[src/rtl/state_pack_unmask_if.sv]
// Handshake and data bundle for the Kyber512 state unmasking block.
// The master drives the shares and the start request; the slave returns the result.
interface state_pack_unmask_if;
    logic         enable;
    logic [127:0] s1;
    logic [127:0] s2;
    logic         function_done;
    logic         busy;
    logic [127:0] s;
    logic         range_err;

    modport master (
        output enable, s1, s2,
        input  function_done, busy, s, range_err
    );

    modport slave (
        input  enable, s1, s2,
        output function_done, busy, s, range_err
    );
endinterface

[src/rtl/state_pack_unmask.sv]
// Recombines two arithmetic shares of a Kyber512 state word, one lane per cycle.
// Optional sticky out-of-range flag enabled by UNMASK_RANGE_CHECK_EN.
module state_pack_unmask #(
    parameter int KYBER_Q = 3329
) (
    input logic                 clk,
    input logic                 rst_n,
    state_pack_unmask_if.slave  bus
);
    typedef enum logic [1:0] {IDLE, CALC, DONE} state_t;
    typedef logic [7:0][15:0] lanes_t;

    localparam logic [16:0] Q = 17'(KYBER_Q);

    state_t      state_q, state_d;
    lanes_t      s1_q, s1_d;
    lanes_t      s2_q, s2_d;
    lanes_t      s_q, s_d;
    logic [2:0]  m_q, m_d;
    logic        done_q, done_d;
    logic [16:0] sum;
    logic        ge;
    logic [15:0] res;

    // Lane 0 sits in the top 16 bits, so lane m is packed element 7-m = ~m.
    always_comb begin
        sum = {1'b0, s1_q[~m_q]} + {1'b0, s2_q[~m_q]};
        ge  = (sum >= Q);
        res = ge ? 16'(sum - Q) : sum[15:0];
    end

`ifdef UNMASK_RANGE_CHECK_EN
    logic [16:0] r;
    logic        over;
    logic        err_q, err_d;

    always_comb begin
        r    = ge ? (sum - Q) : sum;
        over = (r >= Q);
    end

    assign bus.range_err = err_q;
`else
    assign bus.range_err = 1'b0;
`endif

    always_comb begin
        state_d = state_q;
        s1_d    = s1_q;
        s2_d    = s2_q;
        s_d     = s_q;
        m_d     = m_q;
        done_d  = 1'b0;
`ifdef UNMASK_RANGE_CHECK_EN
        err_d   = err_q;
`endif
        unique case (state_q)
            IDLE: begin
                if (bus.enable) begin
                    s1_d    = bus.s1;
                    s2_d    = bus.s2;
                    m_d     = 3'd0;
`ifdef UNMASK_RANGE_CHECK_EN
                    err_d   = 1'b0;
`endif
                    state_d = CALC;
                end
            end
            CALC: begin
                s_d[~m_q] = res;
                m_d       = m_q + 3'd1;
`ifdef UNMASK_RANGE_CHECK_EN
                err_d     = err_q | over;
`endif
                if (m_q == 3'd7) begin
                    done_d  = 1'b1;
                    state_d = DONE;
                end
            end
            DONE: begin
                state_d = IDLE;
            end
            default: begin
                state_d = IDLE;
            end
        endcase
    end

    always_ff @(posedge clk) begin
        if (!rst_n) begin
            state_q <= IDLE;
            s1_q    <= '0;
            s2_q    <= '0;
            s_q     <= '0;
            m_q     <= 3'd0;
            done_q  <= 1'b0;
`ifdef UNMASK_RANGE_CHECK_EN
            err_q   <= 1'b0;
`endif
        end else begin
            state_q <= state_d;
            s1_q    <= s1_d;
            s2_q    <= s2_d;
            s_q     <= s_d;
            m_q     <= m_d;
            done_q  <= done_d;
`ifdef UNMASK_RANGE_CHECK_EN
            err_q   <= err_d;
`endif
        end
    end

    assign bus.s             = s_q;
    assign bus.function_done = done_q;
    assign bus.busy          = (state_q != IDLE);
endmodule

[src/flat_wrapper.sv]
// flat-port wrapper written by rule: the top's interface ports become plain ports
module state_pack_unmask_flat 
#(
    parameter int KYBER_Q = 3329
)
  (clk, rst_n, bus_enable, bus_s1, bus_s2, bus_function_done, bus_busy, bus_s, bus_range_err);
  state_pack_unmask_if bus_i ();
  input logic clk;
  input logic rst_n;
  input wire logic [$bits(bus_i.enable)-1:0] bus_enable;
  input wire logic [$bits(bus_i.s1)-1:0] bus_s1;
  input wire logic [$bits(bus_i.s2)-1:0] bus_s2;
  output wire logic [$bits(bus_i.function_done)-1:0] bus_function_done;
  output wire logic [$bits(bus_i.busy)-1:0] bus_busy;
  output wire logic [$bits(bus_i.s)-1:0] bus_s;
  output wire logic [$bits(bus_i.range_err)-1:0] bus_range_err;
  assign bus_i.enable = bus_enable;
  assign bus_i.s1 = bus_s1;
  assign bus_i.s2 = bus_s2;
  assign bus_function_done = bus_i.function_done;
  assign bus_busy = bus_i.busy;
  assign bus_s = bus_i.s;
  assign bus_range_err = bus_i.range_err;
  state_pack_unmask #(.KYBER_Q(KYBER_Q)) u_core (.clk(clk), .rst_n(rst_n), .bus(bus_i));
endmodule
[config.mk]
export PLATFORM = sky130hd
export DESIGN_NAME = state_pack_unmask_flat
export DESIGN_NICKNAME = d
export VERILOG_FILES = /design/src/rtl/state_pack_unmask_if.sv /design/src/rtl/state_pack_unmask.sv /design/src/flat_wrapper.sv
export SDC_FILE = /design/constraint.sdc
export NUM_CORES = 1
export LEC_CHECK = 0
export BUFFER_PORTS_ARGS = -buffer_cell sky130_fd_sc_hd__buf_2
export CELL_PAD_IN_SITES_DETAIL_PLACEMENT = 1
export CELL_PAD_IN_SITES_GLOBAL_PLACEMENT = 2
export CORE_MARGIN = 10
export CORE_UTILIZATION = 34
export DETAILED_ROUTE_END_ITERATION = 10
export GPL_TIMING_DRIVEN = 0
export PLACE_DENSITY = 0.81
export RECOVER_POWER = 50
export SLEW_MARGIN = 40
export SYNTH_ARGS = -nofsm -noshare
export SYNTH_HDL_FRONTEND = slang
export SYNTH_SLANG_ARGS = --single-unit
export TNS_END_PERCENT = 30
[constraint.sdc]
create_clock -name clk -period 13.2 [get_ports clk]
set_clock_uncertainty 0.15 [all_clocks]
set_input_delay 2.64 -clock clk [delete_from_list [all_inputs] [get_ports clk]]
set_output_delay 2.64 -clock clk [all_outputs]
set_load 0.01 [all_outputs]
Yosys cells after proc, flatten, opt, wreduce, memory -nomap -nowiden
Index checks and enable logic that the tools add are counted.
W data, S select, Z words.
{"block": "op_classes", "eq_ne": 4, "n_bitwise": 1, "magnitude_cmp": 3, "n_addsub": 3, "muxes": 14, "reduce_logical": 8}
{"operator": "$bwmux W128", "n": 1}
{"operator": "$bmux W16 S3", "n": 2}
{"operator": "$mux W16", "n": 4}
{"operator": "$demux W16 S3", "n": 1}
{"operator": "$add A16 B16 Y17", "n": 1}
{"operator": "$ge A17 B12 Y1 const B", "n": 1}
{"operator": "$sub A16 B12 Y16 const B", "n": 1}
{"operator": "$reduce_and A2 Y1", "n": 4}
{"operator": "$pmux W3 S2", "n": 1}
{"operator": "$lt A3 B4 Y1 const B", "n": 1}
{"operator": "$mux W2", "n": 2}
{"operator": "$pmux W2 S2", "n": 1}
{"operator": "$reduce_bool A2 Y1", "n": 2}
{"operator": "$add A3 B1 Y3 const B", "n": 1}
{"operator": "$eq A3 B3 Y1 const B", "n": 1}
{"operator": "$ge A3 B1 Y1 const B", "n": 1}
{"operator": "$mux W3", "n": 1}
{"operator": "$not A3 Y3", "n": 1}
{"operator": "$eq A2 B1 Y1 const B", "n": 1}
{"operator": "$logic_not A2 Y1", "n": 1}
{"operator": "$ne A2 B1 Y1 const B", "n": 1}
{"operator": "$ne A2 B2 Y1 const B", "n": 1}
{"operator": "$logic_and A1 B1 Y1", "n": 1}
{"operator": "$mux W1", "n": 1}
{"block": "totals", "regBits": 390, "wordCells": 60}

Depth between registers and ports, before layout
Gate-level depths: netlist of run 1.
{"block": "logic_depth", "depth_word": 7, "mapped_depth": 17, "ltp_nobuf": 15}

Worst setup path after synthesis of run 1
OpenSTA, ideal clock, no wires.
{"block": "synth_timing", "path_kind": "flip-flop to flip-flop", "start": "reg u_core.m_q[0]", "end": "reg u_core.s_q, in the netlist u_core.bus.s[49]", "stages_incl_launch_ff": 16, "setup_ps": 145, "synth_period_minus_slack_ps": 5349, "path_buffers": 2, "arrival_time_ps": 5054, "slack_ps": 7851, "path_cell_list": "dfxtp_1 buf_1 buf_1 mux4_2 mux2_2 ha_1 fa_1 a211o_1 a21boi_4 nor4_1 a2111oi_4 o21ai_1 a311oi_4 nand4_4 a21oi_1 a211oi_1"}
{"block": "synth_between", "elab_chain_len": 7, "word_cells_on_any_way": 15, "cone_classes": "2 x add/sub; 3 x order compare; 8 x mux; 1 x bitwise; 1 x reduce/logical"}
{"item": "start, declared", "line": "state_pack_unmask.sv:19", "rtl": "logic [2:0] m_q, m_d;"}
{"item": "start signal, assigned", "line": "state_pack_unmask.sv:105", "rtl": "m_q <= m_d;"}
{"item": "$not A3 Y3 (*)", "line": "state_pack_unmask.sv:27, state_pack_unmask.sv:70"}
{"item": "$bmux W16 S3", "line": "state_pack_unmask.sv:27", "rtl": "sum = {1'b0, s1_q[~m_q]} + {1'b0, s2_q[~m_q]};"}
{"item": "$mux W16 (not written as such)", "line": "state_pack_unmask.sv:27"}
{"item": "$add A16 B16 Y17", "line": "state_pack_unmask.sv:27"}
{"item": "$sub A16 B12 Y16 or $ge A17 B12 Y1 (tied branches)", "line": "state_pack_unmask.sv:29, state_pack_unmask.sv:28"}
{"item": "$mux W16", "line": "state_pack_unmask.sv:29", "rtl": "res = ge ? 16'(sum - Q) : sum[15:0];"}
{"item": "$bwmux W128 (*)", "line": "state_pack_unmask.sv:70", "rtl": "s_d[~m_q] = res;"}
{"item": "end signal, assigned", "line": "state_pack_unmask.sv:94", "rtl": "s_q <= '0;"}
{"item": "end signal, assigned", "line": "state_pack_unmask.sv:104", "rtl": "s_q <= s_d;"}
{"item": "end, declared", "line": "state_pack_unmask.sv:18", "rtl": "lanes_t s_q, s_d;"}
Every way passes the cells marked *; elsewhere a longest branch is shown, timed or not. The select of a mux whose other input is x is not followed.
A chain may end at the register's enable or synchronous reset.

Final worst setup path of run 1
{"block": "layout_timing", "start": "reg u_core.m_q[1]", "end": "reg u_core.s_q, in the netlist u_core.bus.s[6]"}
Same word-level chain as after synthesis.

==> results.txt, run 1 <==
fillers -> 5973
CTS Buffer Depth -> 3
Worst-path clk slew -> 0.06 ns
CP Capture Type -> flop
drt via density -> 5.15
layout cells sized above 1 -> 19.3%
Die Area -> 0.0586 mm2
starting density of the core -> 34.3%
number of H-tree levels -> 2
Post-Syn Area per Cell -> 8.51 um2
number of synthesized flops with an enable pin -> 0
CP delay by family, top -> compound AO/OA/AOI/OAI gates
post-cts sizing count -> 0
Die Span X -> 242 um
Seq/Total Area, Yosys -> 46.6%
crit start category -> flop
final setup fails -> 0
post-route minimum period -> 6.55 ns
Inst Count DP -> 3023
Hold Path Class -> flop to flop
TritonCTS clock tree -> built
Worst Path Buf+Inv -> 2
Synth Cell Area -> 0.0168 mm2
Worst-Margin Slew -> 0.850 ns
post-route setup TNS -> 0 ns
RSZ-0062 raised after global routing -> false
# DRC -> 0
drt pass-1 iters -> 5
Crit path required time -> 13.46 ns
max_cap viols -> 0
area grow syn2layout -> 24.2%
Pwr per Cell Area -> 141 mW/mm2
routability congestion estimate -> 0.870
Final #Nets -> 2685
root buffer cell -> clkbuf_16
WL/cell -> 22.5 um
Post-synth top flop -> dfxtp_1
CTS buffer count -> 44
post-synth cell types -> 66
Post-DP HPWL -> 55400 um
1st-iter DRT viols -> 869
Crit path depth -> 15
share of the synthesized area in the top cell type -> 46.6%
IO Port Bufs -> 388
initial antenna violation count -> 1
hold_ws -> 0.302 ns
largest net degree at the start of global routing -> 14
syn nets -> 2251
synth warn -> 0
vias post-DR -> 16.0k
maximum VDD drop -> 0.0688 mV
Seq cells post-synth -> 390
Slew Limit Headroom -> 43.0%
area of the multi-input gates -> 0.00838 mm2
worst path cell trace -> buf_1 > clkbuf_1 > mux4_2 > mux2_2 > ha_1 > fa_1 > a211oi_1 > o21ai_1 > o311ai_1 > a31oi_1 > o21ai_1 > nand4_4 > nand3_2 > xor2_2 > a211oi_1
Final Core Density -> 42.7%
CP peak stage delay -> 0.70 ns
FF+latch area -> 0.00781 mm2
# clock sinks -> 390
Max Slew Vio Count -> 0
Area contributors post-synth -> dfxtp_1, nand2_1, a21oi_1
Detail Route Antenna Nets -> 0
final period utilization -> 49.6%
status -> finished clean
maximum clock rate -> 0.153 GHz
first-pass GRT wire length -> 104000 um
critical path's slowest cell -> o311ai_1
Arr. time, crit path -> 6.82 ns
Max FO, Critical Path -> 10
CORE AREA -> 0.0488 mm2
worst hold path cell count -> 2
total gr overflow -> 0
CP Class -> flop to flop
cts hold-fix bufs -> 0
# Post-CTS Setup Buffers -> 0
ys async rst share -> 0%
Mapped Cells -> 1971
Worst R2R Path Depth -> 15
Final Hold Viols -> 0
num ports -> 390
setup slack, reg-to-reg -> 6.65 ns
leakage -> 8.02 nW
Die Ht -> 242 um
vias in the first global route -> 17.2k
Worst-Skew Late Latency -> 0.58 ns
gr usage total -> 22.9%
fin cells -> 3100
row count -> 81
total wire length -> 69800 um
post-synth top area cell -> dfxtp_1
==> final timing paths <==
path | start | end
max reg2reg | u_core.m_q[1]$_SDFFE_PN0P_ | u_core.bus.s[6]$_SDFFE_PN0P_
min | u_core.s1_q[112]$_SDFFE_PN0P_ | u_core.s1_q[112]$_SDFFE_PN0P_
max | u_core.m_q[1]$_SDFFE_PN0P_ | u_core.bus.s[6]$_SDFFE_PN0P_
min reg2reg | u_core.s1_q[112]$_SDFFE_PN0P_ | u_core.s1_q[112]$_SDFFE_PN0P_
==> state kept, by name, summed over array words and instances, names as in the netlist <==
name / count
u_core.bus.function_done: 1
u_core.state_q: 2
u_core.s1_q: 128
u_core.s2_q: 128
u_core.bus.s: 128
u_core.m_q: 3
==> layout by cell type, fill, tap and decap left out, drive strengths merged, types with 5 or more instances in the layout <==
master	count
nor2	77
nor3	19
a21oi	352
clkinv	11
o211ai	6
xor2	6
buf	272
xnor2	9
o21ai	79
ha	20
nand4	6
dfxtp	390
nand3	27
mux4	64
nor2b	5
and3	9
and2	9
nand2	593
clkbuf	331
mux2	33
a211oi	42
a21o	8
inv	9
==> cell usage after synthesis (all sizes together) (4+ instances only) <==
library cell    n
nand3          27
a22oi           4
a21o            8
buf            20
mux2           33
nor4            4
nand4           6
xnor2           9
nor3           19
dfxtp         390
a21oi         352
inv             8
nor2           77
clkbuf        131
o21ai          79
nor2b           5
ha             20
mux4           64
and2            9
and3            9
a211oi         42
xor2            6
o21a            4
o211ai          6
nand2         593
==> logic make-up after synthesis <==
| group | after synthesis | share of synthesized area, % |
|---|---|---|
| AOI/OAI and AO/OA | 521 | 17.5 |
| xor gates and xnor gates | 15 | 1.05 |
| adders and majority gates | 21 | 1.61 |
| buffers and inverters | 159 | 3.63 |
| DFF | 390 | 46.6 |
| muxes | 99 | 11.0 |
| other | 1 | 0.0224 |
| and+or+nand+nor | 765 | 18.6 |
==> power breakdown <==
| part | switching (mW) | internal, mW |
|---|---|---|
| Combinational | 0.305 | 0.158 |
| Sequential | 0.0324 | 1.23 |
| Clock | 0.503 | 0.702 |
==> metrics by stage <==
stage          area (um2)  worst slack (ns)  power, mW
2_1_floorplan       16800              7.85       1.55
3_3_place_gp        19500              5.79       1.74
3_5_place_dp        19600              6.68       1.75
4_1_cts             21000              6.63       2.96
5_1_grt             20800              6.29       3.05
6_report            20800              6.65       2.93
==> area by class of cell <==
cell class / instances / share of cell area (%)
diodes: 1 / 0.0120
plain buffers: 151 / 2.83
clock buffers: 64 / 6.43
clock inverters: 12 / 0.372
inverters: 8 / 0.144
multi-input cells: 1422 / 40.2
flip-flops and latches: 390 / 37.5
well taps: 664 / 3.99
repair buffers: 388 / 8.53
==> tightest hold or removal path: stages, from the launching register on <==
cell	delay (ns)
dfxtp_1	0.30
nand2_1	0.05
a21oi_1	0.05
==> routing by layer <==
metal | vias up | GRT usage, % | routed length (um)
li1 | 7671 | - | -
met1 | 7780 | 26.2 | 28700
met2 | 408 | 42.1 | 35900
met3 | 91 | 4.02 | 3190
met4 | 0 | 8.17 | 2040
met5 | - | 0 | 0
Power figures use the tool's default switching activity.
==> inputs of run 2 (changes only) <==
Settings changed: ABC_AREA from default to 1, CORE_UTILIZATION 34 to 26, PLACE_DENSITY 0.81 to 0.71.
Clock period 13.2 ns to 5.8 ns, I/O delays scaled along.
==> run 2 against run 1 <==
  * Hold slack better by 0.015 ns
  * Cell count rose by 28%
  * Clock-buffer cell count grew 7
  * Utilization shrank 9.8 points
  * Die area is 34% higher
  * Sequential cell count did not move
  * Critical path depth is 7 higher
  * Total power rose to 2.7 times the previous value
  * Register-to-register slack worse by 6.4 ns
  * Worst setup slack worse by 6.4 ns
  * Critical path type unchanged
  * Largest power group is now the clock network
  * Highest routed layer unchanged
==> results.txt, run 2 <==
status -> finished clean (unchanged)
routability congestion estimate -> 0.846 (was 0.870)
commonest non-fill, non-tap cells in the layout -> nor2_1, o21ai_0, dfxtp_1 (was nand2_1, dfxtp_1, a21oi_1)
Max Slew Vio Count -> 0 (unchanged)
Crit path required time -> 6.15 ns (was 13.46 ns)
Worst-Margin Slew -> 0.956 ns (was 0.850 ns)
Worst-path clk slew -> 0.06 ns (about the same)
1st-iter DRT viols -> 959 (was 869)
number of H-tree levels -> 2 (unchanged)
fillers -> 8627 (was 5973)
Most common cell on crit path -> nand2_1
CORE AREA -> 0.0672 mm2 (was 0.0488 mm2)
final setup fails -> 0 (unchanged)
Seq/Total Area, Yosys -> 44.3% (was 46.6%)
post-route minimum period -> 5.55 ns (was 6.55 ns)
Synth Cell Area -> 0.0176 mm2 (was 0.0168 mm2)
drt via density -> 4.71 (was 5.15)
Final #Nets -> 3347 (was 2685)
# Post-CTS Setup Buffers -> 0 (unchanged)
fin cells -> 3977 (was 3100)
drt pass-1 iters -> 5 (unchanged)
antenna cells -> 0 (was 1)
Die Span X -> 280 um (was 242 um)
CP Class -> flop to flop (unchanged)
num ports -> 390 (unchanged)
layout cells sized above 1 -> 12.2% (was 19.3%)
worst hold path cell count -> 2 (unchanged)
post-synth top area cell -> dfxtp_1 (unchanged)
Post-DP HPWL -> 70900 um (was 55400 um)
Post-synth top flop -> dfxtp_1 (unchanged)
Slew Limit Headroom -> 36.3% (was 43.0%)
post-cts sizing count -> 2 (was 0)
Arr. time, crit path -> 5.89 ns (was 6.82 ns)
Worst Path Buf+Inv -> 3 (was 2)
leakage -> 9.99 nW (was 8.02 nW)
row count -> 95 (was 81)
Post-Syn Area per Cell -> 6.71 um2 (was 8.51 um2)
final period utilization -> 95.7% (was 49.6%)
Crit path depth -> 22 (was 15)
IO Port Bufs -> 388 (unchanged)
final instance area -> 0.0221 mm2 (was 0.0208 mm2)
synth warn -> 0 (unchanged)
CP Capture Type -> flop (unchanged)
# clock sinks -> 390 (unchanged)
largest net degree at the start of global routing -> 14 (unchanged)
CP peak stage delay -> 0.67 ns (was 0.70 ns)
WL/cell -> 21.9 um (was 22.5 um)
top-count cell post-synth -> nor2_1 (was nand2_1)
RSZ-0062 raised after global routing -> false (unchanged)
vias in the first global route -> 20.0k (was 17.2k)
gr usage total -> 21.5% (was 22.9%)
ys async rst share -> 0% (unchanged)
vias post-DR -> 18.7k (was 16.0k)
starting density of the core -> 26.3% (was 34.3%)
cts hold-fix bufs -> 0 (unchanged)
maximum clock rate -> 0.180 GHz (was 0.153 GHz)
Die Ht -> 280 um (was 242 um)
worst path cell trace -> nor2_1 > clkinv_1 > clkbuf_1 > nor2_1 > o21ai_0 > o2111ai_1 > ha_1 > fa_1 > xnor2_2 > nand2_1 > nor2_1 > nand2_1 > nor2_2 > nand3_1 > nand2_1 > nand2_1 > nand2_4 > nand2_4 > nand2_1 > nand3_1 > nand2_1 > inv_1 (was buf_1 > clkbuf_1 > mux4_2 > mux2_2 > ha_1 > fa_1 > a211oi_1 > o21ai_1 > o311ai_1 > a31oi_1 > o21ai_1 > nand4_4 > nand3_2 > xor2_2 > a211oi_1)
Final Hold Viols -> 0 (unchanged)
Inst Count DP -> 3891 (was 3023)
Area after DPL -> 0.0207 mm2 (was 0.0196 mm2)
number of synthesized flops with an enable pin -> 0 (unchanged)
Worst-Skew Late Latency -> 0.60 ns (was 0.58 ns)
Max FO, Critical Path -> 10 (unchanged)
total wire length -> 87100 um (was 69800 um)
Hold Path Class -> flop to flop (unchanged)
Detail Route Antenna Nets -> 0 (unchanged)
post-synth cell types -> 33 (was 66)
# DRC -> 0 (unchanged)
Mapped Cells -> 2630 (was 1971)
Final Core Density -> 32.9% (was 42.7%)
crit start category -> flop (unchanged)
Synth top cells by count -> nor2_1, o21ai_0, dfxtp_1 (was nand2_1, dfxtp_1, a21oi_1)
critical path's slowest cell -> clkbuf_1 (was o311ai_1)
CP delay by family, top -> simple AND/OR/NAND/NOR gates (was compound AO/OA/AOI/OAI gates)
total gr overflow -> 0 (unchanged)
TritonCTS clock tree -> built (unchanged)
Worst R2R Path Depth -> 22 (was 15)
max_cap viols -> 0 (unchanged)
area grow syn2layout -> 25.1% (was 24.2%)
post-route setup TNS -> 0 ns (unchanged)
CTS buffer count -> 48 (was 44)
CTS Buffer Depth -> 3 (unchanged)
Area contributors post-synth -> dfxtp_1, nor2_1, o21ai_0 (was dfxtp_1, nand2_1, a21oi_1)
Die Area -> 0.0786 mm2 (was 0.0586 mm2)
Pwr per Cell Area -> 360 mW/mm2 (was 141 mW/mm2)
Seq cells post-synth -> 390 (unchanged)
initial antenna violation count -> 2 (was 1)
syn nets -> 2910 (was 2251)
root buffer cell -> clkbuf_16 (unchanged)
most common cell after layout, fill and taps aside -> nor2_1 (was nand2_1)
hold_ws -> 0.317 ns (was 0.302 ns)
first-pass GRT wire length -> 126000 um (was 104000 um)
maximum VDD drop -> 0.202 mV (was 0.0688 mV)
share of the synthesized area in the top cell type -> 44.3% (was 46.6%)
==> run 2: cell count changes after synthesis, moves of 9 or more <==
| cell | delta |
|---|---|
| nand2_1 | -351 |
| mux2_2 | -33 |
| nor3_1 | -15 |
| nand3_1 | +116 |
| a211oi_1 | -39 |
| inv_1 | +154 |
| o2111ai_1 | +28 |
| clkbuf_1 | +19 |
| and2_1 | -9 |
| nor2_1 | +896 |
| mux4_2 | -64 |
| a21oi_1 | -313 |
| nand2_4 | +12 |
| o21ai_0 | +332 |
==> run 2: cell type report <==
type | instances | area, um2 | share of cell area [%]
clock buffers | 71 | 1370 | 6.20
clock inverters | 16 | 190 | 0.862
repair buffers | 388 | 1780 | 8.06
inverters | 164 | 616 | 2.79
well taps | 873 | 1090 | 4.95
flip-flops and latches | 390 | 7810 | 35.4
multi-input cells | 1910 | 8560 | 38.8
plain buffers | 165 | 654 | 2.97
==> run 2: logic make-up after synthesis <==
| kind of cell | synth area share [%] |
|---|---|
| AO/OA/AOI/OAI | 14.5 |
| XOR/XNOR | 0.390 |
| adder cells (fa/ha/maj) | 1.53 |
| buffers and inverters | 7.17 |
| flip-flops | 44.3 |
| other | 0.0213 |
| AND/OR/NAND/NOR | 32.1 |
==> run 2: stage by stage <==
stage          total power, mW  setup slack [ns]
2_1_floorplan             4.15              2.12
5_1_grt                   8.32           0.00891
3_5_place_dp              5.00            -0.136
4_1_cts                   8.02             0.218
3_3_place_gp              4.95            0.0348
6_report                  7.94             0.252
==> run 2: worst min-delay path, cell delays in order (launching register included) <==
cell,delay (ns)
dfxtp_1,0.29
inv_1,0.07
a21oi_1,0.06
==> run 2: path summary, 6_finish.rpt <==
path	startpoint	end	slack (ns)
min	u_core.s2_q[110]$_SDFFE_PN0P_	u_core.s2_q[110]$_SDFFE_PN0P_	0.32
max	u_core.m_q[1]$_SDFFE_PN0P_	u_core.bus.s[52]$_SDFFE_PN0P_	0.25
max reg2reg	u_core.m_q[1]$_SDFFE_PN0P_	u_core.bus.s[52]$_SDFFE_PN0P_	0.25
min reg2reg	u_core.s2_q[110]$_SDFFE_PN0P_	u_core.s2_q[110]$_SDFFE_PN0P_	0.32
==> run 2: power breakdown <==
group          switching, mW  leakage, nW  total [mW]  internal, mW
clock network           1.23        0.765        2.99          1.77
logic                   1.47         6.01        1.99         0.522
registers             0.0981         3.21        2.95          2.85
==> run 2: layer usage <==
metal	vias to the layer above	track usage, %	wire, um	part of all wire, %
met5	-	0	0	0
met4	0	7.66	3100	3.6
met3	129	3.52	3810	4.4
met2	433	38.8	43300	50
met1	8908	25.2	36900	42
li1	9259	-	-	-
==> inputs of run 3 (changes only) <==
Settings changed: CORE_UTILIZATION 26 to 31, PLACE_DENSITY 0.71 to 0.8.
Clock period 5.8 ns to 6.51 ns, I/O delays scaled along.
==> run 3 against run 2 <==
  * Sequential cell count did not move
  * Worst setup slack improved by 0.31 ns
  * Sequential power fell by 11%
  * Via count rose by 0.40%
  * Fmax fell by 6.7%
==> results.txt, run 3 (synthesis results as in run 2) <==
Area after DPL -> 0.0205 mm2 (was 0.0207 mm2)
CP Capture Type -> flop (unchanged)
num ports -> 390 (unchanged)
commonest non-fill, non-tap cells in the layout -> nor2_1, o21ai_0, dfxtp_1 (unchanged)
# Post-CTS Setup Buffers -> 0 (unchanged)
1st-iter DRT viols -> 966 (was 959)
Final #Nets -> 3345 (was 3347)
final setup fails -> 0 (unchanged)
vias in the first global route -> 19.9k (was 20.0k)
first-pass GRT wire length -> 122000 um (was 126000 um)
Clk pwr share -> 36.6% (was 37.7%)
worst hold path cell count -> 2 (unchanged)
Pwr per Cell Area -> 315 mW/mm2 (was 360 mW/mm2)
maximum clock rate -> 0.168 GHz (was 0.180 GHz)
share of power burned in registers -> 38.2% (was 37.2%)
Worst-Skew Late Latency -> 0.58 ns (was 0.60 ns)
Comb power frac -> 25.2% (was 25.1%)
final period utilization -> 91.4% (was 95.7%)
total wire length -> 82700 um (was 87100 um)
Worst R2R Path Depth -> 21 (was 22)
Post-DP HPWL -> 67200 um (was 70900 um)
Sw Ratio -> 35.0% (was 35.2%)
max_cap viols -> 0 (unchanged)
layout cells sized above 1 -> 12.0% (was 12.2%)
antenna cells -> 0 (unchanged)
Hold Path Class -> flop to flop (unchanged)
initial antenna violation count -> 0 (was 2)
WL/cell -> 21.5 um (was 21.9 um)
area grow syn2layout -> 23.7% (was 25.1%)
# DRC -> 0 (unchanged)
vias post-DR -> 18.8k (was 18.7k)
Int Pwr -> 4.47 mW (was 5.14 mW)
status -> finished clean (unchanged)
number of H-tree levels -> 2 (unchanged)
leakage -> 9.93 nW (was 9.99 nW)
most common cell after layout, fill and taps aside -> nor2_1 (unchanged)
post-cts sizing count -> 0 (was 2)
root buffer cell -> clkbuf_16 (unchanged)
Detail Route Antenna Nets -> 0 (unchanged)
largest net degree at the start of global routing -> 13 (was 14)
final instance area -> 0.0218 mm2 (was 0.0221 mm2)
CORE AREA -> 0.0564 mm2 (was 0.0672 mm2)
Pwr Total -> 6.88 mW (was 7.94 mW)
Final Hold Viols -> 0 (unchanged)
R2R Path End -> u_core.bus.s[118]$_SDFFE_PN0P_ (was u_core.bus.s[52]$_SDFFE_PN0P_)
CP Class -> flop to flop (unchanged)
Worst-path clk slew -> 0.06 ns (about the same)
Hold Path End -> u_core.s2_q[78]$_SDFFE_PN0P_ (was u_core.s2_q[110]$_SDFFE_PN0P_)
Max FO, Critical Path -> 10 (unchanged)
Die Span X -> 259 um (was 280 um)
row count -> 87 (was 95)
cts hold-fix bufs -> 0 (unchanged)
drt via density -> 4.88 (was 4.71)
maximum VDD drop -> 0.203 mV (was 0.202 mV)
Max Slew Vio Count -> 0 (unchanged)
Final Core Density -> 38.7% (was 32.9%)
drt pass-1 iters -> 5 (unchanged)
CTS buffer count -> 45 (was 48)
# clock sinks -> 390 (unchanged)
setup slack, reg-to-reg -> 0.56 ns (was 0.25 ns)
Arr. time, crit path -> 6.30 ns (was 5.89 ns)
Slew Limit Headroom -> 42.8% (was 36.3%)
Die Area -> 0.0668 mm2 (was 0.0786 mm2)
HP Start -> u_core.s2_q[78]$_SDFFE_PN0P_ (was u_core.s2_q[110]$_SDFFE_PN0P_)
worst r2r src -> u_core.m_q[0]$_SDFFE_PN0P_ (was u_core.m_q[1]$_SDFFE_PN0P_)
Psw -> 2.41 mW (was 2.80 mW)
IO Port Bufs -> 388 (unchanged)
routability congestion estimate -> 0.921 (was 0.846)
Die Ht -> 259 um (was 280 um)
RSZ-0062 raised after global routing -> false (unchanged)
total gr overflow -> 0 (unchanged)
post-route minimum period -> 5.95 ns (was 5.55 ns)
Crit path required time -> 6.86 ns (was 6.15 ns)
gr usage total -> 23.9% (was 21.5%)
CTS Buffer Depth -> 3 (unchanged)
hold_ws -> 0.317 ns (about the same)
Worst-Margin Slew -> 0.856 ns (was 0.956 ns)
starting density of the core -> 31.3% (was 26.3%)
TritonCTS clock tree -> built (unchanged)
post-route setup TNS -> 0 ns (unchanged)
crit start category -> flop (unchanged)
==> run 3: how the worst max path moves through the flow <==
stage,startpoint,endpoint,slack [ns],depth (start not counted)
4_1_cts,u_core.m_q[0]$_SDFFE_PN0P_,u_core.bus.s[52]$_SDFFE_PN0P_,0.63,24
3_5_place_dp,u_core.m_q[0]$_SDFFE_PN0P_,u_core.bus.s[52]$_SDFFE_PN0P_,0.62,21
5_1_grt,u_core.m_q[0]$_SDFFE_PN0P_,u_core.bus.s[51]$_SDFFE_PN0P_,0.17,24
6_report,u_core.m_q[0]$_SDFFE_PN0P_,u_core.bus.s[118]$_SDFFE_PN0P_,0.56,21
3_3_place_gp,u_core.m_q[0]$_SDFFE_PN0P_,u_core.bus.s[51]$_SDFFE_PN0P_,0.73,24
2_1_floorplan,u_core.m_q[0]$_SDFFE_PN0P_,u_core.bus.s[42]$_SDFFE_PN0P_,2.83,22
==> run 3: critical path, cell delays in order, from the launching register on <==
cell       delay (ns)
dfxtp_1          0.40
clkbuf_1         0.66
buf_1            0.50
clkbuf_1         0.64
o21ai_0          0.19
o2111ai_1        0.58
ha_1             0.33
fa_1             0.47
inv_1            0.13
nand2_1          0.08
nor2_1           0.13
nand2_1          0.10
nor2_2           0.16
nand3_1          0.16
nand2_1          0.09
nand2_1          0.10
nand2_4          0.13
buf_6            0.20
nand3_2          0.33
nand3_1          0.24
nand2_1          0.06
inv_1            0.05
==> run 3: per-stage QoR <==
stage / instances / setup WS (ns)
4_1_cts: 3853 / 0.629
3_3_place_gp: 3774 / 0.734
2_1_floorplan: 2630 / 2.83
5_1_grt: 3853 / 0.167
3_5_place_dp: 3774 / 0.624
6_report: 3853 / 0.562
==> run 3: final cells by class <==
cell class	instances	area (um2)
Inverter	164	616
Fill cell	7501	34600
Clock buffer	66	1350
Clock inverter	13	104
Sequential cell	390	7810
Buffer	166	653
Tap cell	756	946
Multi-Input combinational cell	1910	8560
Timing Repair Buffer	388	1780
==> run 3: layer usage <==
| metal | share of wire [%] | track usage, % | vias to the layer above |
|---|---|---|---|
| met5 | 0 | 0 | - |
| met4 | 3.4 | 8.61 | 0 |
| met3 | 4.5 | 3.79 | 110 |
| met2 | 50 | 43.9 | 439 |
| met1 | 42 | 27.5 | 8982 |
| li1 | - | - | 9272 |
==> run 3: power groups by stage <==
stage          Sequential, mW  Clock, mW  Combinational (mW)
2_1_floorplan            2.66          0                1.04
5_1_grt                  2.65       2.68                1.90
3_5_place_dp             2.68          0                1.74
4_1_cts                  2.63       2.56                1.74
3_3_place_gp             2.67          0                1.71
6_report                 2.63       2.52                1.73
